===== config.mk =====
export PLATFORM = sky130hd
export DESIGN_NAME = uart_frame_sched_flat
export DESIGN_NICKNAME = d
export VERILOG_FILES = /design/src/rtl/uart_proto_pkg.sv /design/src/rtl/uart_frame_sched_if.sv /design/src/rtl/uart_slot_sel.sv /design/src/rtl/uart_frame_sched.sv /design/src/flat_wrapper.sv
export SDC_FILE = /design/constraint.sdc
export NUM_CORES = 1
export LEC_CHECK = 0
export ABC_CLOCK_PERIOD_IN_PS = 3220
export CAP_MARGIN = 10
export CORE_ASPECT_RATIO = 1.75
export CORE_MARGIN = 2
export CORE_UTILIZATION = 49
export DETAILED_ROUTE_END_ITERATION = 10
export PLACE_DENSITY = 0.79
export SYNTH_ARGS = -nofsm -noshare
export SYNTH_HDL_FRONTEND = slang
export SYNTH_SLANG_ARGS = --single-unit
export TNS_END_PERCENT = 10

===== constraint.sdc =====
create_clock -name clk -period 3.22 [get_ports clk]
set_clock_uncertainty 0.2 [all_clocks]
set_input_delay 0.966 -clock clk [delete_from_list [all_inputs] [get_ports clk]]
set_output_delay 0.966 -clock clk [all_outputs]
set_load 0.02 [all_outputs]

===== src/rtl/uart_proto_pkg.sv =====
// Shared definitions for the game-state UART link: word tags, field widths,
// scheduler state encoding and the per-frame snapshot record.
// Build option: UART_FRAME_CHECKSUM_EN appends a checksum word to every frame.
package uart_proto_pkg;

  localparam int TAG_W     = 4;
  localparam int PAYLOAD_W = 12;
  localparam int WORD_W    = TAG_W + PAYLOAD_W;

  localparam logic [TAG_W-1:0] TAG_MATCH_CTRL = 4'h0;
  localparam logic [TAG_W-1:0] TAG_PL1_POSX   = 4'h3;
  localparam logic [TAG_W-1:0] TAG_PL1_POSY   = 4'h4;
  localparam logic [TAG_W-1:0] TAG_BALL_POSX  = 4'h5;
  localparam logic [TAG_W-1:0] TAG_BALL_POSY  = 4'h6;
  localparam logic [TAG_W-1:0] TAG_CSUM       = 4'hF;

`ifdef UART_FRAME_CHECKSUM_EN
  localparam logic [2:0] SLOT_LAST = 3'd5;
`else
  localparam logic [2:0] SLOT_LAST = 3'd4;
`endif

  typedef enum logic [1:0] {
    ST_IDLE = 2'd0,
    ST_SEND = 2'd1,
    ST_GAP  = 2'd2
  } sched_state_t;

  typedef struct packed {
    logic                 snap_end;
    logic                 snap_point;
    logic [3:0]           pl2_score;
    logic [3:0]           pl1_score;
    logic [PAYLOAD_W-1:0] pl1_posx;
    logic [PAYLOAD_W-1:0] pl1_posy;
    logic [PAYLOAD_W-1:0] ball_posx;
    logic [PAYLOAD_W-1:0] ball_posy;
  } frame_snap_t;

endpackage


===== src/rtl/uart_frame_sched_if.sv =====
// Tagged 16-bit word handshake between the frame scheduler and the 16-to-8
// converter. A word moves on word_valid & word_ready.
interface uart_frame_sched_if;
  import uart_proto_pkg::*;

  logic              word_valid;
  logic              word_ready;
  logic [WORD_W-1:0] word_data;

  modport master (output word_valid, output word_data, input word_ready);
  modport slave  (input word_valid, input word_data, output word_ready);
endinterface


===== src/rtl/uart_slot_sel.sv =====
// Maps a slot index onto its {tag, payload} word using the frozen frame
// snapshot. Slot 5 (checksum) exists only with UART_FRAME_CHECKSUM_EN.
module uart_slot_sel
  import uart_proto_pkg::*;
(
  input  frame_snap_t       snap,
  input  logic [2:0]        slot,
  output logic [WORD_W-1:0] word
);

  logic [PAYLOAD_W-1:0] ctrl_payload;

  assign ctrl_payload = {2'b00, snap.snap_end, snap.snap_point, snap.pl2_score, snap.pl1_score};

  // Slot decode; unused indices yield zero.
  always_comb begin
    word = '0;
    case (slot)
      3'd0: word = {TAG_MATCH_CTRL, ctrl_payload};
      3'd1: word = {TAG_PL1_POSX, snap.pl1_posx};
      3'd2: word = {TAG_PL1_POSY, snap.pl1_posy};
      3'd3: word = {TAG_BALL_POSX, snap.ball_posx};
      3'd4: word = {TAG_BALL_POSY, snap.ball_posy};
`ifdef UART_FRAME_CHECKSUM_EN
      3'd5: word = {TAG_CSUM, ctrl_payload ^ snap.pl1_posx ^ snap.pl1_posy
                              ^ snap.ball_posx ^ snap.ball_posy};
`endif
      default: word = '0;
    endcase
  end

endmodule


===== src/rtl/uart_frame_sched.sv =====
// Per-frame scheduler for the game-state UART link. A frame_tick snapshots
// the game state and the frame's words are then issued in fixed slot order,
// followed by an enforced idle gap. Ticks arriving while busy are counted.
// Build option: UART_FRAME_CHECKSUM_EN (adds checksum slot 5).
//
// state   | meaning
// IDLE    | waiting for frame_tick
// SEND    | presenting slot words 0..SLOT_LAST
// GAP     | MIN_GAP-cycle down-counter before the next tick is accepted
module uart_frame_sched
  import uart_proto_pkg::*;
#(
  parameter int MIN_GAP    = 16,
  parameter int DROP_CNT_W = 8
) (
  input  logic                  clk,
  input  logic                  rst,
  input  logic                  frame_tick,
  input  logic [PAYLOAD_W-1:0]  pl1_posx,
  input  logic [PAYLOAD_W-1:0]  pl1_posy,
  input  logic [PAYLOAD_W-1:0]  ball_posx,
  input  logic [PAYLOAD_W-1:0]  ball_posy,
  input  logic [3:0]            pl1_score,
  input  logic [3:0]            pl2_score,
  input  logic                  flag_point,
  input  logic                  end_game,
  uart_frame_sched_if.master    word_if,
  output logic                  busy,
  output logic [DROP_CNT_W-1:0] drop_cnt
);

  localparam int GAP_W = (MIN_GAP > 1) ? $clog2(MIN_GAP) : 1;
  localparam logic [GAP_W-1:0] GAP_LOAD = GAP_W'((MIN_GAP > 0) ? MIN_GAP - 1 : 0);

  sched_state_t      state;
  logic [2:0]        slot;
  logic [GAP_W-1:0]  gap_cnt;
  logic              pend_point;
  logic              pend_end;
  logic              accept;
  frame_snap_t       snap;
  logic [WORD_W-1:0] sel_word;

  assign accept = (state == ST_IDLE) && frame_tick;

  uart_slot_sel u_slot_sel (
    .snap (snap),
    .slot (slot),
    .word (sel_word)
  );

  // Words come straight from registered snapshot and slot, so they hold
  // steady under backpressure; zero whenever nothing is offered.
  assign word_if.word_data = word_if.word_valid ? sel_word : '0;

  // Frame FSM, snapshot capture, event latching and drop accounting.
  always_ff @(posedge clk) begin
    if (rst) begin
      state              <= ST_IDLE;
      slot               <= '0;
      gap_cnt            <= '0;
      word_if.word_valid <= 1'b0;
      busy               <= 1'b0;
      drop_cnt           <= '0;
      pend_point         <= 1'b0;
      pend_end           <= 1'b0;
      snap               <= '0;
    end else begin
      // Events on the accept edge go into this frame, so pending clears.
      if (accept) begin
        pend_point <= 1'b0;
        pend_end   <= 1'b0;
      end else begin
        pend_point <= pend_point | flag_point;
        pend_end   <= pend_end | end_game;
      end

      if (frame_tick && (state != ST_IDLE) && (drop_cnt != '1))
        drop_cnt <= drop_cnt + 1'b1;

      case (state)
        ST_IDLE: begin
          if (frame_tick) begin
            snap.snap_end      <= pend_end | end_game;
            snap.snap_point    <= pend_point | flag_point;
            snap.pl2_score     <= pl2_score;
            snap.pl1_score     <= pl1_score;
            snap.pl1_posx      <= pl1_posx;
            snap.pl1_posy      <= pl1_posy;
            snap.ball_posx     <= ball_posx;
            snap.ball_posy     <= ball_posy;
            slot               <= '0;
            word_if.word_valid <= 1'b1;
            busy               <= 1'b1;
            state              <= ST_SEND;
          end
        end
        ST_SEND: begin
          if (word_if.word_valid && word_if.word_ready) begin
            if (slot == SLOT_LAST) begin
              word_if.word_valid <= 1'b0;
              slot               <= '0;
              if (MIN_GAP == 0) begin
                busy  <= 1'b0;
                state <= ST_IDLE;
              end else begin
                gap_cnt <= GAP_LOAD;
                state   <= ST_GAP;
              end
            end else begin
              slot <= slot + 3'd1;
            end
          end
        end
        ST_GAP: begin
          if (gap_cnt == '0) begin
            busy  <= 1'b0;
            state <= ST_IDLE;
          end else begin
            gap_cnt <= gap_cnt - 1'b1;
          end
        end
        default: begin
          word_if.word_valid <= 1'b0;
          busy               <= 1'b0;
          state              <= ST_IDLE;
        end
      endcase
    end
  end

endmodule


===== src/flat_wrapper.sv =====
// flat-port wrapper written by rule: the top's interface ports become plain ports
module uart_frame_sched_flat import uart_proto_pkg::*;
#(
  parameter int MIN_GAP    = 16,
  parameter int DROP_CNT_W = 8
)
  (clk, rst, frame_tick, pl1_posx, pl1_posy, ball_posx, ball_posy, pl1_score, pl2_score, flag_point, end_game, busy, drop_cnt, word_if_word_valid, word_if_word_data, word_if_word_ready);
  uart_frame_sched_if word_if_i ();
  input  logic clk;
  input  logic rst;
  input  logic frame_tick;
  input  logic [PAYLOAD_W-1:0] pl1_posx;
  input  logic [PAYLOAD_W-1:0] pl1_posy;
  input  logic [PAYLOAD_W-1:0] ball_posx;
  input  logic [PAYLOAD_W-1:0] ball_posy;
  input  logic [3:0] pl1_score;
  input  logic [3:0] pl2_score;
  input  logic flag_point;
  input  logic end_game;
  output logic busy;
  output logic [DROP_CNT_W-1:0] drop_cnt;
  output wire logic [$bits(word_if_i.word_valid)-1:0] word_if_word_valid;
  output wire logic [$bits(word_if_i.word_data)-1:0] word_if_word_data;
  input wire logic [$bits(word_if_i.word_ready)-1:0] word_if_word_ready;
  assign word_if_word_valid = word_if_i.word_valid;
  assign word_if_word_data = word_if_i.word_data;
  assign word_if_i.word_ready = word_if_word_ready;
  uart_frame_sched #(.MIN_GAP(MIN_GAP), .DROP_CNT_W(DROP_CNT_W)) u_core (.clk(clk), .rst(rst), .frame_tick(frame_tick), .pl1_posx(pl1_posx), .pl1_posy(pl1_posy), .ball_posx(ball_posx), .ball_posy(ball_posy), .pl1_score(pl1_score), .pl2_score(pl2_score), .flag_point(flag_point), .end_game(end_game), .word_if(word_if_i), .busy(busy), .drop_cnt(drop_cnt));
endmodule

==> results.sh <==
export IMPL_cp_required_ns=2.05
export IMPL_drt_total_wl_microns=9230
export IMPL_grt_setup_unrepaired="true"
export IMPL_clkTransAtPathRegs_ns=0.06
export IMPL_timing_worst_setup_path_type="reg -> out"
export IMPL_start_kind="register"
export IMPL_ir_drop_mv=0.436
export IMPL_synth_area_sq_um=3520
export IMPL_start_util_pct=50.9
export IMPL_port_buffers=86
export IMPL_ys_ff_latch=79
export IMPL_die_h_microns=116
export IMPL_synth_edff_count=0
export IMPL_syn_nets=510
export IMPL_ant_nets=0
export IMPL_fillers=557
export IMPL_syn_inst=441
export IMPL_num_rows=40
export IMPL_drc_errors=0
export IMPL_period_share_pct=97.5
export IMPL_cts_hold_buf=0
export IMPL_synth_seq_area_share_pct=45.0
export IMPL_synth_avg_cell_area_sq_um=7.97
export IMPL_die_w_microns=68.0
export IMPL_grt_pass1_wl_microns=14800
export IMPL_hold_path_class="reg -> reg"
export IMPL_synth_cell_types=43
export IMPL_min_from="u_core.snap[4]"
export IMPL_root_buffer="clkbuf_16"
export IMPL_gp_congestion=0.877
export IMPL_synth_compound_area_share_pct=20.8
export IMPL_reg2reg_slack_ns=1.16
export IMPL_cp_arrival_ns=1.98
export IMPL_dpl_cell_count=595
export IMPL_worst_slew_pin_slew_ns=0.639
export IMPL_nNetsFinal=591
export IMPL_drtIter0Drc=213
export IMPL_core_sq_um=6910
export IMPL_yosys_area_share_xor_xnor_pct=0.498
export IMPL_vias_per_cell=5.49
export IMPL_holdWs_ns=0.253
export IMPL_cap_viol_max_count=0
export IMPL_worstHoldEndpoint="u_core.snap[4]"
export IMPL_drtPass1Iterations=5
export IMPL_n_antenna_cell=0
export IMPL_numCtsBuffers=9
export IMPL_synthMuxAreaShare_pct=3.77
export IMPL_grt_max_degree=64
export IMPL_ys_async_sr_fraction_pct=0
export IMPL_yosys_warnings=0
export IMPL_seq_area_sq_um=1580
export IMPL_power_leakage_nw=1.85
export IMPL_status="finished clean"
export IMPL_wl_per_cell_microns=15.1
export IMPL_antenna_found_initial=0
export IMPL_total_power_mw=2.69
export IMPL_final_max_slew_violation_count=0
export IMPL_synth_top_family_by_area="simple AND/OR/NAND/NOR gates"
export IMPL_h_tree_depth=3
export IMPL_clockBufferDepth=2
export IMPL_gr_total_overflow=0
export IMPL_reg2regPathDepth=7
export IMPL_synth_fa_ha_area_share_pct=2.49
export IMPL_vias=3356
export IMPL_post_cts_setup_buffers=0
export IMPL_r2r_start="u_core.slot[0]"
export IMPL_period_needed_ns=3.14
export IMPL_finalWorstSetupSlack_ns=0.0789
export IMPL_insertion_delay_ns=0.33
export IMPL_reg2reg_to="u_core.gap_cnt[1]"
export IMPL_synth_ff_type="dfxtp_1"
export IMPL_tritoncts="done"
export IMPL_final_cells=611
export IMPL_grt_pass1_vias=3253
export IMPL_hold_depth=2
export IMPL_fmax_mhz=318
export IMPL_crit_path_max_fanout=13
export IMPL_io_pin_count=88
export IMPL_cts_sinks=79
export IMPL_multiInputGateArea_sq_um=1770
export IMPL_die_area_sq_um=7900
export IMPL_grt_usage_pct=24.7
export IMPL_hpwl_microns=6620
export IMPL_end_kind="output pin"
export IMPL_place_ws_ns=0.0709
export IMPL_area_growth_synth_to_final_pct=37.8
export IMPL_powerDensity_nw_per_um2=554
export IMPL_hold_viol=0
export IMPL_layout_drive_gt1_share_pct=11.8
export IMPL_relSlewSlack_pct=57.4
export IMPL_yosys_area_share_simple_pct=22.2
export IMPL_finalSetupViolations=0
[worst max-delay path, cell delays in order, from the launching register on]
cell,delay [ns]
dfxtp_2,0.34
ha_1,0.23
ha_1,0.18
buf_4,0.18
a222oi_1,0.34
nor2_1,0.08
clkdlybuf4s15_1,0.29
[timing repair]
item	CTS	global route
pin swaps	0	2
resized for setup	22	23
setup endpoints to repair	15	13
[layer usage]
metal | vias up | track usage [%] | share of wire (%)
met5 | - | 0 | 0
met4 | 0 | 11.1 | 2.5
met3 | 18 | 4.47 | 4.8
met2 | 99 | 44.1 | 53
met1 | 1550 | 27.5 | 39
li1 | 1689 | - | -
[worst max path at each step]
stage,startpoint,endpoint,depth (start not counted)
3_3_place_gp,u_core.slot[1],word_if_word_data[6],8
5_1_grt,u_core.slot[0],word_if_word_data[9],6
4_1_cts,u_core.slot[0],word_if_word_data[8],7
3_5_place_dp,u_core.slot[0],word_if_word_data[2],8
6_report,u_core.slot[0],word_if_word_data[4],6
2_1_floorplan,u_core.slot[2],word_if_word_data[9],8
[metrics by stage]
step | utilization [%] | area, sq um | TNS [ns]
4_1_cts | 70.4 | 4860 | 0
3_5_place_dp | 64.9 | 4480 | 0
3_3_place_gp | 64.9 | 4480 | 0
6_report | 70.1 | 4840 | 0
2_1_floorplan | - | 3520 | 0
5_1_grt | 70.1 | 4840 | -0.0490
[placed cells by master, fill, tap and decap left out, types with 3 or more instances in the layout]
master           instances
nor2b_1                  4
o31ai_1                  4
ha_1                     5
a21oi_1                 63
a222oi_1                12
nor2_1                  32
clkbuf_16                9
bufinv_16                5
inv_1                    6
nor3_1                   6
dlygate4sd2_1            4
clkdlybuf4s50_1         70
clkbuf_2                 7
buf_2                    3
o21a_1                   4
mux2_2                  10
a211oi_1                 8
nand3_1                  5
nand2b_1                 5
a22o_1                  12
nand2_1                120
buf_4                   15
dfxtp_1                 78
[registers in the layout, summed over array words and instances (netlist names)]
register and flops:
u_core.drop_cnt 8, u_core.gap_cnt 4, u_core.pend_point 1, u_core.busy 1, u_core.pend_end 1, u_core.snap 58
u_core.word_if.word_valid 1, u_core.slot 3, u_core.state 2
[final cells by class]
type | instances | share of cell area [%]
Clock buffer | 10 | 4.93
Clock inverter | 6 | 3.20
Inverter | 6 | 0.465
Multi-Input combinational cell | 322 | 36.5
Sequential cell | 79 | 32.7
Tap cell | 84 | 2.17
Timing Repair Buffer | 104 | 20.0
[cell families after synthesis]
family | after synthesis
other cells | 1
flops | 79
compound gates | 113
buf+inv | 40
mux | 12
fa+ha+maj | 7
xor+xnor | 2
simple gates | 187
[Yosys cell counts, types with 2 or more instances]
cell type / number / share of area, %
nand2_1: 120 / 13
dfxtp_1: 79 / 45
a21oi_1: 63 / 9.0
nor2_1: 32 / 3.4
buf_2: 18 / 2.6
clkbuf_1: 13 / 1.4
a222oi_1: 12 / 3.4
a22o_1: 12 / 3.0
mux2_2: 10 / 3.2
a211oi_1: 8 / 1.7
ha_1: 7 / 2.5
nor3_1: 7 / 1.0
inv_1: 6 / 0.64
nand2b_1: 5 / 0.89
nand3_1: 5 / 0.71
nor2b_1: 4 / 0.71
o21a_1: 4 / 0.85
o31ai_1: 4 / 0.85
o21ai_0: 3 / 0.43
buf_4: 2 / 0.43
mux2i_1: 2 / 0.57
nand4_1: 2 / 0.36
nor3b_1: 2 / 0.43
nor4_1: 2 / 0.36
[report_power, final]
part           total, mW  switching (mW)  internal [mW]
clock               1.32           0.382          0.934
sequential          1.07          0.0354           1.03
combinational      0.302           0.150          0.152
total               2.69           0.568           2.12
No activity file was read; power rests on OpenSTA's default activity.
